**config.mk**
```make
export PLATFORM = sky130hd
export DESIGN_NAME = note_sequencer
export DESIGN_NICKNAME = d
export VERILOG_FILES = /design/src/rtl/note_sequencer.sv
export SDC_FILE = /design/constraint.sdc
export NUM_CORES = 1
export LEC_CHECK = 0
export BUFFER_PORTS_ARGS = -buffer_cell sky130_fd_sc_hd__buf_2
export CAP_MARGIN = 20
export CELL_PAD_IN_SITES_DETAIL_PLACEMENT = 1
export CELL_PAD_IN_SITES_GLOBAL_PLACEMENT = 1
export CORE_MARGIN = 2
export CORE_UTILIZATION = 45
export DETAILED_ROUTE_END_ITERATION = 12
export PLACE_DENSITY_LB_ADDON = 0.05
export SLEW_MARGIN = 20
export SYNTH_ARGS = -nofsm -noshare
export SYNTH_HDL_FRONTEND = slang
export SYNTH_SLANG_ARGS = --single-unit
```
**constraint.sdc**
```tcl
create_clock -name clk -period 3.84 [get_ports clk]
set_input_delay 0 -clock clk [delete_from_list [all_inputs] [get_ports clk]]
set_output_delay 0 -clock clk [all_outputs]
set_load 0.01 [all_outputs]
```
**src/rtl/note_sequencer.sv**
```systemverilog
// note_sequencer: steps a sync note ROM, times each note, drives tone divider; NOTE_GAP_EN adds a silent gap after each note
module note_sequencer #(
    parameter int AW       = 6,
    parameter int TW       = 28,
    parameter int DW       = 8,
    parameter int TICK_DIV = 5_000_000,
    parameter int LOOP     = 0,
    parameter int GAP_CYC  = 2_500_000
) (
    input  logic             clk,
    input  logic             rst,
    input  logic             play,
    input  logic             stop,
    output logic [AW-1:0]    rom_addr,
    input  logic [TW+DW-1:0] rom_data,
    output logic [TW-1:0]    tone_word,
    output logic             tone_en,
    output logic             busy,
    output logic             note_strb,
    output logic             song_done
);
    localparam int CMAX = TICK_DIV > GAP_CYC ? TICK_DIV : GAP_CYC;
    localparam int CW   = $clog2(CMAX + 1);

    typedef enum logic [2:0] {
        IDLE, FETCH, WAIT, LOAD, PLAY
`ifdef NOTE_GAP_EN
        , GAP
`endif
    } state_t;

    state_t            state_q, state_d;
    logic              play_h_q, stop_h_q;
    logic [AW-1:0]     addr_q, addr_d;
    logic [TW-1:0]     word_q, word_d;
    logic              en_q, en_d;
    logic              strb_q, strb_d;
    logic              done_q, done_d;
    logic [CW-1:0]     tick_q, tick_d;
    logic [DW-1:0]     dur_q, dur_d;
    logic [TW+DW-1:0]  data_q, data_d;
    logic              play_edge, stop_edge, tick_wrap;
    logic [TW-1:0]     tone;
    logic [DW-1:0]     dur;

    assign play_edge = play & ~play_h_q;
    assign stop_edge = stop & ~stop_h_q;
    assign tick_wrap = tick_q == CW'(TICK_DIV - 1);
    assign tone      = data_q[TW+DW-1:DW];
    assign dur       = data_q[DW-1:0];

    // next-state and datapath: stop overrides everything outside IDLE
    always_comb begin
        state_d = state_q;
        addr_d  = addr_q;
        word_d  = word_q;
        en_d    = en_q;
        strb_d  = 1'b0;
        done_d  = 1'b0;
        tick_d  = tick_q;
        dur_d   = dur_q;
        data_d  = data_q;
        if (stop_edge && state_q != IDLE) begin
            state_d = IDLE;
            addr_d  = '0;
            word_d  = '0;
            en_d    = 1'b0;
            tick_d  = '0;
            dur_d   = '0;
        end else begin
            case (state_q)
                IDLE: if (play_edge && !stop_edge) begin
                    state_d = FETCH;
                    addr_d  = '0;
                end
                FETCH: state_d = WAIT;
                WAIT: begin
                    data_d  = rom_data;
                    state_d = LOAD;
                end
                LOAD: if (dur == '0) begin
                    addr_d  = '0;
                    state_d = LOOP != 0 ? FETCH : IDLE;
                    done_d  = LOOP == 0;
                    en_d    = LOOP != 0 ? en_q : 1'b0;
                end else begin
                    word_d  = tone;
                    en_d    = tone != '0;
                    dur_d   = dur;
                    tick_d  = '0;
                    strb_d  = 1'b1;
                    state_d = PLAY;
                end
                PLAY: begin
                    tick_d = tick_wrap ? '0 : tick_q + 1'b1;
                    if (tick_wrap) begin
                        dur_d = dur_q - 1'b1;
                        if (dur_q == DW'(1)) begin
                            addr_d = addr_q + 1'b1;
`ifdef NOTE_GAP_EN
                            en_d    = 1'b0;
                            state_d = GAP;
`else
                            state_d = FETCH;
`endif
                        end
                    end
                end
`ifdef NOTE_GAP_EN
                GAP: begin
                    tick_d  = tick_q == CW'(GAP_CYC - 1) ? '0 : tick_q + 1'b1;
                    state_d = tick_q == CW'(GAP_CYC - 1) ? FETCH : GAP;
                end
`endif
                default: state_d = IDLE;
            endcase
        end
    end

    // state and output registers; reset silences the buzzer immediately
    always_ff @(posedge clk or posedge rst) begin
        if (rst) begin
            state_q  <= IDLE;
            play_h_q <= 1'b0;
            stop_h_q <= 1'b0;
            addr_q   <= '0;
            word_q   <= '0;
            en_q     <= 1'b0;
            strb_q   <= 1'b0;
            done_q   <= 1'b0;
            tick_q   <= '0;
            dur_q    <= '0;
            data_q   <= '0;
        end else begin
            state_q  <= state_d;
            play_h_q <= play;
            stop_h_q <= stop;
            addr_q   <= addr_d;
            word_q   <= word_d;
            en_q     <= en_d;
            strb_q   <= strb_d;
            done_q   <= done_d;
            tick_q   <= tick_d;
            dur_q    <= dur_d;
            data_q   <= data_d;
        end
    end

    assign rom_addr  = addr_q;
    assign tone_word = word_q;
    assign tone_en   = en_q;
    assign busy      = state_q != IDLE;
    assign note_strb = strb_q;
    assign song_done = done_q;
endmodule
```
== Yosys cells after proc, flatten, opt, wreduce, memory -nomap -nowiden ==
Index checks and enable logic that the tools add are counted.

* $add $sub $neg: 3
* Equal/unequal tests: 12
* Bitwise logic cells: 5
* Muxes and demuxes: 32
* Reductions and logical operators: 16

{| class="wikitable"
|+ Operator list
! kind !! count
|-
| $mux W28 || 3
|-
| $mux W23 || 3
|-
| $pmux W23 S2 || 1
|-
| $mux W6 || 5
|-
| $reduce_bool A28 Y1 || 1
|-
| $mux W8 || 3
|-
| $add A23 B1 Y23 const B || 1
|-
| $eq A23 B23 Y1 const B || 1
|-
| $pmux W6 S3 || 1
|-
| $pmux W8 S2 || 1
|-
| $mux W3 || 5
|-
| $ne A3 B3 Y1 const B || 5
|-
| $pmux W3 S5 || 1
|-
| $mux W1 || 9
|-
| $eq A8 B1 Y1 const B || 1
|-
| $logic_not A8 Y1 || 1
|-
| $sub A8 B1 Y8 const B || 1
|-
| $add A6 B1 Y6 const B || 1
|-
| $eq A3 B2 Y1 const B || 2
|-
| $reduce_and A2 Y1 || 3
|-
| $reduce_and A3 Y1 || 2
|-
| $reduce_bool A3 Y1 || 2
|-
| $reduce_and A5 Y1 || 1
|-
| $reduce_bool A4 Y1 || 1
|-
| other kinds (9) || 13
|}

* Bits in registers: 109
* Word-level logic and storage cells: 79
* Output and inout bits: 38
* Input bits: 40

== Longest topological paths before layout ==
Gate-level depths: netlist of run 1.

* Depth after elaboration: 7
* Depth in mapped cells: 9

== Least setup slack after synthesis of run 1 ==
No wires, ideal clock.

* Path type: register to register
* Start: register state_q[1]
* End: register addr_q[3], in the netlist rom_addr[3]
* Period minus slack after synthesis: 1.917 ns
* Arrival: 1.796 ns
* Stages on the path, launching flop included: 9
* Buffers on the path: 3
* Data required time: 3.718 ns
* Slack: 1.923 ns
* Path through: dfrtp_1 > buf_6 > or3b_1 > buf_6 > nor2_4 > a221oi_2 > and2_0 > buf_2 > a32o_1

* Word-level cells in the longest chain between the ends: 4
* Elaborated cells between the ends (all ways): 13

{| class="wikitable"
|+ RTL lines
! element !! line !! text
|-
| start: declaration || 32 || <nowiki>state_t state_q, state_d;</nowiki>
|-
| start signal: assignment || 135 || <nowiki>state_q <= state_d;</nowiki>
|-
| $reduce_bool A3 Y1 || 63 || <nowiki>if (stop_edge && state_q != IDLE) begin</nowiki>
|-
| $logic_and A1 B1 Y1 || 63 ||
|-
| $ne A3 B3 Y1 (no source line) / $reduce_bool A4 Y1 (equally long branches) || n/a ||
|-
| $reduce_and A5 Y1 (no source line) || n/a ||
|-
| end signal: assignment || 138 || <nowiki>addr_q <= addr_d;</nowiki>
|-
| end: declaration || 34 || <nowiki>logic [AW-1:0] addr_q, addr_d;</nowiki>
|}

Parallel ways exist; a longest one is shown, timed or not.
A chain may end at the register's enable or synchronous reset.

== Worst setup path in the final report of run 1 ==
* Start: register state_q[1]
* End: register tick_q[20]

* Word-level cells in the longest chain between the ends: 4
* Elaborated cells between the ends (all ways): 9

{| class="wikitable"
|+ RTL lines
! element !! line !! text
|-
| $reduce_bool A3 Y1 || 63 ||
|-
| $logic_and A1 B1 Y1 || 63 ||
|-
| $ne A3 B3 Y1 (no source line) / $reduce_bool A3 Y1 (equally long branches) || n/a ||
|-
| $reduce_and A2 Y1 (no source line) || n/a ||
|-
| end signal: assignment || 143 || <nowiki>tick_q <= tick_d;</nowiki>
|-
| end: declaration || 39 || <nowiki>logic [CW-1:0] tick_q, tick_d;</nowiki>
|}

Parallel ways exist; a longest one is shown, timed or not.

==> results.sh, run 1 <==
export IMPL_status="finished clean"
export IMPL_drc=0
export IMPL_ant_nets=0
export IMPL_die_w_microns=109
export IMPL_die_h_microns=109
export IMPL_vias=3866
export IMPL_cts_resized=0
export IMPL_cts_buffers=9
export IMPL_syn_inst=430
export IMPL_internal_power_mw=2.47
export IMPL_fin_crit_ps=2550
export IMPL_grt_max_degree=83
export IMPL_syn_to_final_growth_pct=22.1
export IMPL_cts_hold_buf=39
export IMPL_dieArea_sq_um=11800
export IMPL_max_cap_violations=0
export IMPL_gr_total_overflow=0
export IMPL_clock_fmax_mhz=392
export IMPL_antenna_found_initial=0
export IMPL_instances_no_fill=686
export IMPL_clkLatencyLatePin_ps=400
export IMPL_holdWs_ps=264
export IMPL_fin_ws_ps=1290
export IMPL_postLayoutCellArea_sq_um=6030
export IMPL_rsz0062_at_grt="no"
export IMPL_grt_use_total=0.236
export IMPL_clock_path_buffers=2
export IMPL_worstPathArrival_ps=2820
export IMPL_clk_pin_slew_worst_paths_ps=110
export IMPL_wire_per_inst_microns=19.0
export IMPL_synth_edf_count=0
export IMPL_tritoncts="yes"
export IMPL_critPathKind="reg -> reg"
export IMPL_htree_levels=3
export IMPL_start_kind="flop"
export IMPL_finish_utilization=0.559
export IMPL_grt_first_pass_wirelength_mm=21.4
export IMPL_coreArea_sq_um=10800
export IMPL_power_leakage_nw=2.85
export IMPL_drive_gt1_frac=0.277
export IMPL_worst_pin_slew_ps=950
export IMPL_routed_wl_mm=13.0
export IMPL_setup_viol=0
export IMPL_finalHoldViolations=0
export IMPL_yosys_cell_types_count=56
export IMPL_pwr_share_clk=0.169
export IMPL_nets=585
export IMPL_pin_count=78
export IMPL_placed_area_sq_um=5450
export IMPL_synth_seq_cells=109
export IMPL_clk_root_buffer_cell="clkbuf_8"
export IMPL_ir_drop_v=0.000428
export IMPL_io_buffers=77
export IMPL_syn_area_sq_um=4940
export IMPL_clock_sinks=109
export IMPL_drtPass1Iterations=4
export IMPL_ys_flop_type="dfrtp_1"
export IMPL_async_reset_ff_frac=1.00
export IMPL_slew_viol_final=0
export IMPL_synth_net_count=474
export IMPL_dp_cells=631
export IMPL_slew_headroom=0.366
export IMPL_end_kind="flop"
export IMPL_viasPerCell=5.64
export IMPL_place_gp_congestion=0.792
export IMPL_fin_skew_ps=14.6
export IMPL_syn_area_per_cell_sq_um=11.5
export IMPL_power_frac_seq=0.466
export IMPL_grt_pass1_vias=4140
export IMPL_dpl_hpwl_mm=8.31
export IMPL_place_ws_ps=1320
export IMPL_min_path_type="in -> reg"
export IMPL_p_switching_mw=1.56
export IMPL_p_total_mw=4.03
export IMPL_required_ps=4110
export IMPL_yosysSeqAreaShare=0.552
export IMPL_tns_ps=0
export IMPL_p_sw_frac=0.387
export IMPL_p_comb_frac=0.364
export IMPL_synth_warnings=0
export IMPL_final_cell_mix="109 x dfrtp_1, 77 x buf_2, 39 x dlygate4sd3_1"
export IMPL_mostFrequentLayoutCell="dfrtp_1"
export IMPL_initial_core_util=0.458
export IMPL_postCtsSetupBuffers=0
export IMPL_fin_crit_sh=0.664
export IMPL_power_density_nw_per_um2=669
export IMPL_num_rows=38
export IMPL_cp_max_fo=21
export IMPL_drt_initial_drc_count=207
export IMPL_antenna_cells=0
synthesized netlist by cell type (all sizes together) (4+ instances only):
cell type  number  area [sq um]
and3            5          31.3
nand2b          4          25.0
a21o           12          90.1
nor4           13           103
or3             6          37.5
nand4           4          25.0
buf            12          73.8
o31ai           8          60.1
a22o           31           272
nand3          21           105
nor3           10          55.1
ha              4          50.1
mux2           36           405
o21ai          23           138
clkbuf         12          45.0
o211ai          4          30.0
dfrtp         109          2730
inv             7          26.3
a21oi          20           108
nor2           30           120
nand2          19          71.3
power groups by stage:
stage / combinational [mW] / sequential [mW] / clock (mW)
floorplan: 0.999 / 1.83 / 0
global placement: 1.38 / 1.86 / 0
detailed placement: 1.43 / 1.88 / 0
CTS: 1.47 / 1.87 / 0.703
global route: 1.63 / 1.93 / 0.751
finish: 1.47 / 1.88 / 0.683
cell families (layout without fill, tap and decap cells):
group                    Yosys count  after routing  synth area share
adder cells (fa/ha/maj)            5              5            0.0122
XOR/XNOR                           4              4           0.00709
multiplexers                      38             38            0.0861
AND/OR/NAND/NOR                  129            129             0.144
flip-flops                       109            109             0.552
buffers and inverters             31            147            0.0294
AO/OA/AOI/OAI                    114            114             0.169
cell type report:
cell class	count	area, sq um
repair buffers	124	836
inverters	7	31.3
clock buffers	11	141
flip-flops and latches	109	2730
well taps	140	175
clock inverters	5	42.5
fillers	1127	4760
multi-input cells	290	2080
critical path, cell delays in order, from the launching register on:
cell and delay [ps]:
dfrtp_1 510, or3b_1 700, o21ai_4 210, nor2_1 60, buf_4 240, nor2_1 400, buf_4 240, a21oi_1 50
state kept, by name, summed over array words and instances, names as in the netlist:
register / count
note_strb: 1
state_q: 3
rom_addr: 6
tone_en: 1
data_q: 36
tick_q: 23
stop_h_q: 1
tone_word: 28
play_h_q: 1
dur_q: 8
song_done: 1
metal layers:
metal | vias to the layer above | routed length, microns | track usage | share of wire
met4 | 0 | 76 | 0.0522 | 0.0058
met5 | - | 0 | 0 | 0
met1 | 1971 | 5640 | 0.295 | 0.43
li1 | 1820 | - | - | -
met3 | 6 | 499 | 0.0693 | 0.038
met2 | 69 | 6830 | 0.404 | 0.52
worst paths after layout:
check                                             from  slack, ps  cells after the start                        end
worst max-delay path            state_q[1]$_DFFE_PP0P_       1290                      7     tick_q[20]$_DFFE_PP0P_
worst min-delay path                              play        260                      2         play_h_q$_DFF_PP0_
worst max register to register  state_q[1]$_DFFE_PP0P_       1290                      7     tick_q[20]$_DFFE_PP0P_
worst min register to register     tone_en$_DFFE_PP0N_        500                      2        tone_en$_DFFE_PP0N_
max in group asynchronous                          rst       2680                      4    rom_addr[5]$_DFFE_PP0P_
min in group asynchronous                          rst        290                      3  tone_word[21]$_DFFE_PP0P_
Power figures use the tool's default switching activity.
==> inputs of run 2 (changes only) <==
--- a/config.mk
+++ b/config.mk
@@ -5,12 +5,13 @@
 export SDC_FILE = /design/constraint.sdc
 export NUM_CORES = 1
 export LEC_CHECK = 0
+export ABC_AREA = 1
 export BUFFER_PORTS_ARGS = -buffer_cell sky130_fd_sc_hd__buf_2
 export CAP_MARGIN = 20
 export CELL_PAD_IN_SITES_DETAIL_PLACEMENT = 1
 export CELL_PAD_IN_SITES_GLOBAL_PLACEMENT = 1
 export CORE_MARGIN = 2
-export CORE_UTILIZATION = 45
+export CORE_UTILIZATION = 38
 export DETAILED_ROUTE_END_ITERATION = 12
 export PLACE_DENSITY_LB_ADDON = 0.05
 export SLEW_MARGIN = 20
==> constraint.sdc (replaced) <==
create_clock -name clk -period 2.27 [get_ports clk]
set_input_delay 0 -clock clk [delete_from_list [all_inputs] [get_ports clk]]
set_output_delay 0 -clock clk [all_outputs]
set_load 0.01 [all_outputs]
==> run 2 against run 1 <==
  * Worst hold slack improved by 65 ps
  * Area after synthesis up 10%
  * Count of clock-buffer cells in the layout shrank 1
  * Global-route usage is 1.9 points lower
  * Core utilization decreased by 7.5 points
  * Largest power group is now combinational cells
  * Highest routed layer unchanged
==> results.sh, run 2 <==
export IMPL_status="finished clean"
export IMPL_pin_count=78
export IMPL_htree_levels=3
export IMPL_synth_seq_cells=109
export IMPL_globalRoute_busiestLayer="met2"
export IMPL_mostFrequentLayoutCell="nand2_1"
export IMPL_grt_max_degree=110
export IMPL_power_density_nw_per_um2=1120
export IMPL_wire_per_inst_microns=15.7
export IMPL_fill_cells=1723
export IMPL_finalHoldViolations=0
export IMPL_synthTopCellsByCount="142 x nand2_1, 111 x nor2_1, 109 x dfrtp_1"
export IMPL_p_sw_frac=0.408
export IMPL_fin_crit_ps=1970
export IMPL_drt_initial_drc_count=228
export IMPL_synth_net_count=739
export IMPL_p_total_mw=7.53
export IMPL_num_rows=43
export IMPL_clkLatencyLatePin_ps=350
export IMPL_gr_total_overflow=0
export IMPL_nets=856
export IMPL_fin_skew_ps=6.84
export IMPL_syn_area_per_cell_sq_um=7.82
export IMPL_gr_usage_met2=0.383
export IMPL_async_reset_ff_frac=1.00
export IMPL_io_buffers=77
export IMPL_grt_pass1_vias=5158
export IMPL_grt_util_met3=0.0325
export IMPL_ant_nets=0
export IMPL_synth_edf_count=0
export IMPL_yosys_area_top_type="dfrtp_1"
export IMPL_critical_path_cell_chain="ha_1 -> nand2_2 -> nor2_1 -> nand2_1 -> nor2_1 -> nand2_1 -> nand2_4 -> nand2_8 -> inv_1 -> nand2_1 -> nand2_1"
export IMPL_final_seq_area_sq_um=2730
export IMPL_required_ps=2560
export IMPL_largest_register_ffs=36
export IMPL_critical_path_max_stage_delay_ps=470
export IMPL_internal_power_mw=4.46
export IMPL_fin_crit_sh=0.869
export IMPL_synth_most_common_cell="nand2_1"
export IMPL_regMostFlops="data_q"
export IMPL_vias=4983
export IMPL_drc=0
export IMPL_yosysSeqAreaShare=0.502
export IMPL_ys_flop_type="dfrtp_1"
export IMPL_met1_usage=0.274
export IMPL_grt_first_pass_wirelength_mm=25.7
export IMPL_yosys_cell_types_count=31
export IMPL_cpMostUsedCell="nand2_1"
export IMPL_clock_fmax_mhz=507
export IMPL_power_leakage_nw=3.40
export IMPL_ir_drop_v=0.000468
export IMPL_die_w_microns=124
export IMPL_postCtsSetupBuffers=0
export IMPL_place_gp_congestion=0.923
export IMPL_drive_gt1_frac=0.158
export IMPL_routed_wl_mm=15.6
export IMPL_setup_viol=0
export IMPL_dieArea_sq_um=15300
export IMPL_grt_use_total=0.216
export IMPL_reg2reg_setup_slack_ps=300
export IMPL_coreArea_sq_um=13900
export IMPL_worst_pin_slew_ps=594
export IMPL_slew_viol_final=0
export IMPL_clk_pin_slew_worst_paths_ps=70
export IMPL_p_switching_mw=3.07
export IMPL_cp_slowest_cell="dfrtp_1"
export IMPL_initial_core_util=0.390
export IMPL_clock_sinks=109
export IMPL_slew_headroom=0.604
export IMPL_max_cap_violations=0
export IMPL_multiInputGateArea_sq_um=2200
export IMPL_syn_area_sq_um=5440
export IMPL_cp_max_fo=21
export IMPL_tritoncts="yes"
export IMPL_clock_path_buffers=2
export IMPL_die_h_microns=124
export IMPL_rsz0062_at_grt="no"
export IMPL_power_frac_seq=0.386
export IMPL_tns_ps=0
export IMPL_p_comb_frac=0.396
export IMPL_dpl_hpwl_mm=11.1
export IMPL_viasPerCell=5.00
export IMPL_clk_root_buffer_cell="clkbuf_16"
export IMPL_cts_buffers=9
export IMPL_antenna_cells=0
export IMPL_synth_top_area_frac=0.502
export IMPL_synthTopCellsByArea="dfrtp_1 50%, nand2_1 9.8%, nor2_1 7.7%"
export IMPL_syn_inst=695
export IMPL_drtPass1Iterations=4
export IMPL_worstPathArrival_ps=2260
export IMPL_min_path_type="in -> reg"
export IMPL_start_kind="flop"
export IMPL_pwr_share_clk=0.218
export IMPL_synth_warnings=0
export IMPL_critPathKind="reg -> reg"
export IMPL_antenna_found_initial=0
export IMPL_final_cell_mix="142 x nand2_1, 111 x nor2_1, 109 x dfrtp_1"
export IMPL_syn_to_final_growth_pct=23.9
export IMPL_end_kind="flop"
[run 2: cell types whose count changed in the layout (fill, tap and decap cells not counted), moves of 25 or more]
cell     delta
mux2_2     -34
nor2_1     +82
nand3_1    +26
nand2_1   +123
a22o_1     -31
o22ai_1    +25
inv_1     +100
[run 2: power by group through the flow]
| stage | clock, mW | combinational, mW | sequential, mW |
|---|---|---|---|
| after floorplan | 0 | 2.07 | 2.96 |
| after global placement | 0 | 2.82 | 2.91 |
| after detailed placement | 0 | 2.93 | 2.94 |
| after CTS | 1.68 | 3.00 | 2.91 |
| after global routing | 1.76 | 3.41 | 2.98 |
| final | 1.64 | 2.98 | 2.90 |
[run 2: metrics by stage]
stage / instance area [sq um] / utilization / hold slack [ps] / cells / setup WS (ps)
6_report: 6740 / 0.483 / 329 / 996 / 297
5_1_grt: 6740 / 0.483 / 352 / 996 / 40.5
4_1_cts: 6730 / 0.483 / 329 / 996 / 190
3_5_place_dp: 6030 / 0.433 / 161 / 942 / 198
3_3_place_gp: 6030 / 0.433 / 162 / 942 / 299
2_1_floorplan: 5440 / - / 31.4 / 695 / 605
[run 2: path summary, 6_finish.rpt]
check | start | end | depth (start not counted)
worst min-delay path | play | play_h_q$_DFF_PP0_ | 2
worst min register to register | dur_q[7]$_DFFE_PP0P_ | dur_q[7]$_DFFE_PP0P_ | 2
worst max register to register | tick_q[0]$_DFFE_PP0P_ | dur_q[0]$_DFFE_PP0P_ | 11
worst max-delay path | tick_q[0]$_DFFE_PP0P_ | dur_q[0]$_DFFE_PP0P_ | 11
min in group asynchronous | rst | tick_q[21]$_DFFE_PP0P_ | 4
max in group asynchronous | rst | rom_addr[1]$_DFFE_PP0P_ | 4
[run 2: repair_timing]
action	CTS	global route
hold buffers	39	0
gates resized for setup	0	1
hold endpoints to repair	147	0
setup endpoints to repair	0	1
[run 2: critical path, delay by kind of cell (launching register included)]
kind / cells / cell delay [ps]
DFF: 1 / 470
adders and majority gates: 1 / 280
and+or+nand+nor: 9 / 970
buffers and inverters: 1 / 160
[run 2: area by class of cell]
cell class | instances | share of cell area
clock buffer | 10 | 0.0355
multi-input combinational | 457 | 0.327
inverter | 109 | 0.0613
tap | 180 | 0.0334
clock inverter | 5 | 0.00984
timing repair buffer | 126 | 0.128
sequential | 109 | 0.405
[run 2: logic make-up (layout without fill, tap and decap cells)]
kind of cell / after synthesis / after routing / share of synthesized area
AND/OR/NAND/NOR: 345 / 345 / 0.274
buffers and inverters: 129 / 250 / 0.0955
flip-flops: 109 / 109 / 0.502
AO/OA/AOI/OAI: 101 / 101 / 0.107
XOR/XNOR: 5 / 5 / 0.00806
adder cells (fa/ha/maj): 4 / 4 / 0.00921
multiplexers: 2 / 2 / 0.00414
[run 2: per-layer routing]
metal	vias up	wire, microns
li1	2448	-
met5	-	0
met1	2445	6950
met3	15	445
met2	75	8050
met4	0	203
==> inputs of run 3 (changes only) <==
--- a/config.mk
+++ b/config.mk
@@ -13,7 +13,8 @@
 export CORE_MARGIN = 2
 export CORE_UTILIZATION = 38
 export DETAILED_ROUTE_END_ITERATION = 12
-export PLACE_DENSITY_LB_ADDON = 0.05
+export PLACE_DENSITY_LB_ADDON = 0.15
+export SKIP_LAST_GASP = 1
 export SLEW_MARGIN = 20
 export SYNTH_ARGS = -nofsm -noshare
 export SYNTH_HDL_FRONTEND = slang
==> run 3 against run 2 <==
  * Critical path depth stayed put
  * Global-route usage is 0.95 points higher
  * Clock power about the same
  * Fmax fell by 3.2%
  * Count of clock-buffer cells in the layout fell by 1
  * Sequential cell count unchanged
  * Total power rose by 0.78%
  * Design area fell by 0.20%
  * Highest routed layer unchanged
==> results.sh, run 3 (same netlist as run 2, synthesis figures left out) <==
export IMPL_status="finished clean"
export IMPL_worst_pin_slew_ps=711
export IMPL_multiInputGateArea_sq_um=2190
export IMPL_num_rows=43
export IMPL_clk_root_buffer_cell="clkbuf_16"
export IMPL_max_cap_violations=0
export IMPL_coreArea_sq_um=13900
export IMPL_required_ps=2570
export IMPL_mostFrequentLayoutCell="nand2_1"
export IMPL_antenna_cells=0
export IMPL_regMostFlops="data_q"
export IMPL_wire_per_inst_microns=16.0
export IMPL_drtPass1Iterations=4
export IMPL_drc=0
export IMPL_dieArea_sq_um=15300
export IMPL_fin_crit_ps=2040
export IMPL_critical_path_max_stage_delay_ps=490
export IMPL_fin_crit_sh=0.898
export IMPL_grt_first_pass_wirelength_mm=26.8
export IMPL_fin_skew_ps=7.63
export IMPL_pin_count=78
export IMPL_initial_core_util=0.390
export IMPL_clock_fmax_mhz=491
export IMPL_largest_register_ffs=36
export IMPL_die_w_microns=124
export IMPL_vias=5125
export IMPL_ant_nets=0
export IMPL_grt_use_total=0.226
export IMPL_critical_path_cell_chain="ha_1 -> nand2_2 -> nor2_1 -> nand2_1 -> nor2_1 -> nand2_1 -> nand2_4 -> nand2_4 -> inv_1 -> nand2_1 -> nand2_1"
export IMPL_setup_viol=0
export IMPL_ir_drop_v=0.000505
export IMPL_end_kind="flop"
export IMPL_finalHoldViolations=0
export IMPL_grt_max_degree=110
export IMPL_start_kind="flop"
export IMPL_cp_max_fo=21
export IMPL_place_gp_congestion=0.902
export IMPL_routed_wl_mm=16.0
export IMPL_antenna_found_initial=0
export IMPL_drt_initial_drc_count=252
export IMPL_cp_top_family="simple AND/OR/NAND/NOR gates"
export IMPL_clkLatencyLatePin_ps=350
export IMPL_final_cell_mix="142 x nand2_1, 111 x nor2_1, 109 x dfrtp_1"
export IMPL_finish_utilization=0.482
export IMPL_drive_gt1_frac=0.158
export IMPL_tritoncts="yes"
export IMPL_fill_cells=1753
export IMPL_htree_levels=3
export IMPL_postCtsSetupBuffers=0
export IMPL_dpl_hpwl_mm=11.0
export IMPL_cts_resized=0
export IMPL_p_total_mw=7.59
export IMPL_power_leakage_nw=3.40
export IMPL_min_path_type="in -> reg"
export IMPL_critPathBufInv=1
export IMPL_slew_headroom=0.526
export IMPL_critPathKind="reg -> reg"
export IMPL_worstPathArrival_ps=2330
export IMPL_slew_viol_final=0
export IMPL_rsz0062_at_grt="no"
export IMPL_cts_hold_buf=39
export IMPL_cp_slowest_cell="dfrtp_1"
export IMPL_viasPerCell=5.15
export IMPL_io_buffers=77
export IMPL_power_density_nw_per_um2=1130
export IMPL_clk_pin_slew_worst_paths_ps=80
export IMPL_clock_path_buffers=2
export IMPL_clock_sinks=109
export IMPL_tns_ps=0
export IMPL_nets=855
export IMPL_final_seq_area_sq_um=2730
export IMPL_cpMostUsedCell="nand2_1"
export IMPL_grt_pass1_vias=5474
export IMPL_syn_to_final_growth_pct=23.7
export IMPL_gr_total_overflow=0
export IMPL_die_h_microns=124
export IMPL_cts_buffers=9
==> run 3: cell count changes in the layout (fill, tap and decap cells not counted) <==
cell      change
nand2_8       -1
clkinv_2      +1
inv_8         +1
clkinv_4      +1
inv_6         -1
buf_4         -1
nand2_4       +1
clkbuf_8      -1
==> run 3: per-layer routing <==
metal	routed length, microns	global-route usage	share of wire
met1	7040	0.284	0.44
met2	7980	0.387	0.50
met3	474	0.0348	0.030
met4	476	0.0966	0.030
met5	0	0	0
==> run 3: per-stage QoR <==
step	instances	setup slack, ps	instance area (sq um)	hold slack, ps
final	996	232	6720	325
after floorplan	695	605	5440	31.4
after global routing	996	14.6	6720	327
after detailed placement	941	260	6020	131
after CTS	996	242	6720	319
after global placement	941	330	6020	132
==> run 3: area by class of cell <==
| class | count | share of cell area |
|---|---|---|
| clock buffers | 9 | 0.0335 |
| inverters | 109 | 0.0614 |
| repair buffers | 125 | 0.127 |
| well taps | 180 | 0.0335 |
| clock inverters | 7 | 0.0123 |
| flip-flops and latches | 109 | 0.406 |
| multi-input cells | 457 | 0.326 |
==> run 3: power breakdown <==
part / leakage [nW] / switching (mW) / internal, mW / total (mW)
clock: 0.150 / 0.782 / 0.877 / 1.66
sequential: 1.36 / 0.357 / 2.56 / 2.92
combinational: 1.89 / 2.01 / 1.00 / 3.01
==> run 3: worst reg2reg max path, delay by kind of cell, from the launching register on <==
family	cells	cell delay, ps
adder cells (fa/ha/maj)	1	300
AND/OR/NAND/NOR	9	1010
buffers and inverters	1	190
flip-flops	1	490
==> run 3: final timing paths <==
check,end,depth (start not counted),slack (ps),from
min in group asynchronous,dur_q[3]$_DFFE_PP0P_,4,360,rst
max,dur_q[0]$_DFFE_PP0P_,11,230,tick_q[0]$_DFFE_PP0P_
min reg2reg,rom_addr[5]$_DFFE_PP0P_,2,510,rom_addr[5]$_DFFE_PP0P_
max reg2reg,dur_q[0]$_DFFE_PP0P_,11,230,tick_q[0]$_DFFE_PP0P_
max in group asynchronous,data_q[13]$_DFFE_PP0P_,4,1460,rst
min,stop_h_q$_DFF_PP0_,2,320,stop
